`src/rtl/load_store_unit.sv`:
```
// load_store_unit: byte-addressed load/store front end for a word-addressed data memory,
// with sign/zero-extended loads, read-modify-write sub-word stores and misalign/range errors.
module load_store_unit #(
  parameter int N         = 32,
  parameter int MEM_DEPTH = 64
) (
  input  logic         clk,
  input  logic         rst_n,
  input  logic         req_valid,
  output logic         req_ready,
  input  logic         req_we,
  input  logic [1:0]   req_size,
  input  logic         req_unsigned,
  input  logic [N-1:0] req_addr,
  input  logic [N-1:0] req_wdata,
  output logic         rsp_valid,
  output logic [N-1:0] rsp_rdata,
  output logic         rsp_err,
  output logic         mem_read,
  output logic         mem_write,
  output logic [N-1:0] mem_addr,
  output logic [N-1:0] mem_wdata,
  input  logic [N-1:0] mem_rdata
);
  typedef enum logic [2:0] {IDLE, ACCESS, MERGE, ERR, RESP} state_t;
  localparam logic [N-3:0] DEPTH = (N-2)'(MEM_DEPTH);
  state_t state, state_nx;
  logic we_q, uns_q, err_q, sub, accept, bad;
  logic [1:0] size_q;
  logic [4:0] sh;
  logic [N-1:0] addr_q, wdata_q, merge_q, res_q, mask, merged, rd_sh, load_val;
  assign accept = req_valid & req_ready;
  assign bad = (req_size == 2'b11) | (req_size == 2'b01 & req_addr[0]) |
               (req_size == 2'b10 & |req_addr[1:0]) | (req_addr[N-1:2] >= DEPTH);
  // Lane datapath works only on captured registers, so mem_* never sees req_* directly.
  assign sub      = ~size_q[1];
  assign sh       = size_q[0] ? {addr_q[1], 4'b0} : {addr_q[1:0], 3'b0};
  assign mask     = (size_q[0] ? N'(16'hFFFF) : N'(8'hFF)) << sh;
  assign merged   = (merge_q & ~mask) | ((wdata_q << sh) & mask);
  assign rd_sh    = mem_rdata >> sh;
  assign load_val = size_q[1] ? mem_rdata :
                    size_q[0] ? {{(N-16){~uns_q & rd_sh[15]}}, rd_sh[15:0]} :
                                {{(N-8){~uns_q & rd_sh[7]}}, rd_sh[7:0]};
  always_ff @(posedge clk or negedge rst_n)
    if (!rst_n) state <= IDLE;
    else        state <= state_nx;
  always_comb begin
    state_nx = state;
    case (state)
      IDLE:    state_nx = accept ? (bad ? ERR : ACCESS) : IDLE;
      ACCESS:  state_nx = (we_q & sub) ? MERGE : RESP;
      MERGE:   state_nx = RESP;
      ERR:     state_nx = RESP;
      default: state_nx = IDLE;
    endcase
  end
  always_comb begin
    req_ready = state == IDLE;
    mem_read  = state == ACCESS & (~we_q | sub);
    mem_write = (state == ACCESS & we_q & ~sub) | state == MERGE;
    mem_addr  = {2'b0, addr_q[N-1:2]};
    mem_wdata = state == MERGE ? merged : (state == ACCESS & we_q & ~sub) ? wdata_q : '0;
  end
  always_ff @(posedge clk or negedge rst_n)
    if (!rst_n) begin
      we_q    <= 1'b0;
      uns_q   <= 1'b0;
      err_q   <= 1'b0;
      size_q  <= '0;
      addr_q  <= '0;
      wdata_q <= '0;
      merge_q <= '0;
      res_q   <= '0;
    end else if (accept) begin
      we_q    <= req_we;
      uns_q   <= req_unsigned;
      err_q   <= bad;
      size_q  <= req_size;
      addr_q  <= req_addr;
      wdata_q <= req_wdata;
      res_q   <= '0;
    end else if (state == ACCESS) begin
      if (!we_q) res_q <= load_val;
      if (we_q & sub) merge_q <= mem_rdata;
    end
  always_ff @(posedge clk or negedge rst_n)
    if (!rst_n) begin
      rsp_valid <= 1'b0;
      rsp_rdata <= '0;
      rsp_err   <= 1'b0;
    end else begin
      rsp_valid <= state == RESP;
      rsp_rdata <= state == RESP ? res_q : '0;
      rsp_err   <= state == RESP & err_q;
    end
endmodule
```
`config.mk`:
```
export PLATFORM = sky130hd
export DESIGN_NAME = load_store_unit
export DESIGN_NICKNAME = d
export VERILOG_FILES = /design/src/rtl/load_store_unit.sv
export SDC_FILE = /design/constraint.sdc
export NUM_CORES = 1
export LEC_CHECK = 0
export ABC_AREA = 1
export CAP_MARGIN = 20
export CORE_ASPECT_RATIO = 0.9
export CORE_UTILIZATION = 41
export CTS_CLUSTER_SIZE = 20
export DETAILED_ROUTE_END_ITERATION = 16
export PLACE_DENSITY = 0.72
export SKIP_CTS_REPAIR_TIMING = 1
export SLEW_MARGIN = 20
export SYNTH_ARGS = -nofsm -noshare
export SYNTH_HDL_FRONTEND = slang
export SYNTH_SLANG_ARGS = --single-unit
```
`constraint.sdc`:
```
create_clock -name clk -period 1.9 [get_ports clk]
set_clock_uncertainty 0.05 [all_clocks]
set_input_delay 0.38 -clock clk [delete_from_list [all_inputs] [get_ports clk]]
set_output_delay 0.38 -clock clk [all_outputs]
set_load 0.02 [all_outputs]
```
==> qor.csv <==
stage,metric,value,unit
route,Routed wire per std cell,16.0,µm
finish,final core occ,58.8,%
sta,fmax,427,MHz
pwr,Power Dens Cells,1660,nW/µm²
grt,first-pass GRT wire length,37100,µm
synth,Synth async-reset ratio,100,%
clocking,clk slew on worst S/H paths,0.07,ns
route,DR iter-0 viols,632,
synth,Yosys cell types,29,
finish,"commonest non-fill, non-tap cell in the layout",nand2_1,
route,# DRC,0,
pwr,P_leak,5.64,nW
finish,"commonest cells after routing, fill and taps aside","nand2_1 (330), dfrtp_1 (169), clkdlybuf4s50_1 (165), inv_1 (111), o21ai_1 (82)",
clocking,Root Buffer,clkbuf_16,
pwr,Total Power,18.7,mW
die,Initial Util,42.1,%
finish,final instance area,11300,µm²
die,# IOs,204,
placed_design,Port Buf Inserts,201,
synth,YS warnings,0,
synth,Post-synth top flop,dfrtp_1,
critical_path,crit path launch type,flip-flop,
route,antenna violation net count after detailed routing,0,
synth,"Avg Cell Area, Syn",8.00,µm²
placed_design,placed instance count,1447,
finish,Synth-to-Final Area Change,39.8,%
die,Die W,150,µm
synth,"Seq/Total Area, Yosys",52.6,%
sta,final worst slack,-0.441,ns
grt,initial antenna violation count,0,
sta,setup TNS,-10.42,ns
grt,largest net degree at the start of global routing,57,
sta,Hold WS,0.406,ns
critical_path,crit end category,primary output,
finish,"non-filler cells, final",1489,
finish,share of cells above drive strength 1,15.8,%
synth,top-area cell type share of the netlist area,52.6,%
sta,Max Slew Vio Count,0,
finish,Nets,1329,
outcome,failing checks,negative setup slack,
sta,fin crit share,123,%
placed_design,GP Congestion,0.950,
critical_path,Worst Path Max Fanout,7,
route,drt total wl,23800,µm
critical_path,Setup CP Type,reg -> out,
clocking,worst skew pair latency,0.42,ns
die,die area,20300,µm²
sta,# setup viols final,33,
sta,minimum clock period,2.34,ns
route,via count,7344,
placed_design,Post-DP Area,10500,µm²
flow_run,max cap viols,0,
worst_hold_path,worst hold path type,in -> async,
placed_design,Setup WS pre-CTS,-0.429,ns
synth,Syn Inst Count,1010,
grt,total track usage,24.1,%
placed_design,placed wire-length estimate,17500,µm
grt,GRT overflow,0,
pwr,peak supply drop,806,µV
sta,RSZ-0062 raised after global routing,true,
sta,Final Hold Vio Count,0,
synth,Post-synth EDFFs,0,
synth,Netlist Area Pre-Place,8080,µm²
critical_path,WP data arrival,1.91,ns
die,Core Area,19200,µm²
die,Die H,135,µm
route,DR vias/cell,4.93,
synth,post-synth top area cell,dfrtp_1,
critical_path,Critical Path RT,1.47,ns
synth,#FFs+latches synth,170,
grt,vias in the first global route,7046,
clocking,H-Tree Depth,4,
route,DRT Pass-1 Iters,5,
finish,FF/Latch Area,4260,µm²
clocking,Clock Sink Count,170,
clocking,Max clock buf depth,2,
synth,synth top area cells,"dfrtp_1 (53%), nand2_1 (16%), o21ai_0 (6.4%), inv_1 (5.4%), buf_4 (3.6%)",
outcome,status,"complete, but fails checks",
finish,Fillers,1734,
clocking,CTS tree,done,
finish,Multi-input gate area,2950,µm²
finish,diode count,0,
die,# rows,48,
clocking,CTS buffer count,17,
## critical path, stage by stage, from the launching register on
cell and delay [ns]:
dfrtp_1 0.37, inv_2 0.07, buf_4 0.15, a21oi_4 0.25
buf_12 0.16, o21ai_1 0.07, o21ai_1 0.23, buf_4 0.19
## power by group
group	internal, mW	switching (mW)	leakage (nW)
Combinational	3.74	5.33	3.16
Sequential	5.07	0.895	2.17
Clock	2.19	1.49	0.307
## cell usage after synthesis (10+ instances only)
library cell  number
nand2_1          336
dfrtp_1          170
inv_1            117
o21ai_0          103
o21ai_1           52
nor2_1            48
a21oi_1           44
buf_4             39
buf_2             17
clkbuf_1          17
nand3_1           14
buf_6             10
## path summary, 6_finish.rpt
kind,startpoint,to,slack (ns),depth (start not counted)
setup / recovery,size_q[0],mem_wdata[14],-0.44,7
min in group clk,wdata_q[27],wdata_q[27],0.43,2
setup reg to reg,size_q[0],res_q[28],0.11,13
hold / removal,rst_n,addr_q[29],0.41,2
hold reg to reg,wdata_q[27],wdata_q[27],0.43,2
max in group asynchronous,rst_n,addr_q[6],0.74,3
## registers in the layout, summed over array words and instances (netlist names)
register and count:
uns_q 1, rsp_rdata 32, addr_q 32, rsp_err 1, err_q 1, state 3
we_q 1, res_q 32, wdata_q 32, merge_q 32, rsp_valid 1, size_q 2
## kinds of logic after synthesis
group                  synth area share (%)
AO/OA/AOI/OAI                          14.0
buffers and inverters                  12.6
flip-flops                             52.6
multiplexers                          0.139
other                                0.0464
AND/OR/NAND/NOR                        20.6
## area by class of cell
type / instances / area share, %
sequential: 170 / 37.7
clock buffer: 20 / 4.13
inverter: 123 / 4.23
timing repair buffer: 279 / 23.7
clock inverter: 12 / 1.42
tap: 250 / 2.77
multi-input combinational: 635 / 26.1
## routing by layer
metal / GRT usage (%) / part of all wire (%) / vias up
met5: 0 / 0 / -
li1: - / - / 3562
met4: 8.64 / 2.3 / 0
met1: 33.0 / 44 / 3427
met3: 4.51 / 7.5 / 42
met2: 38.1 / 47 / 313
(Power assumes the default switching activity.)
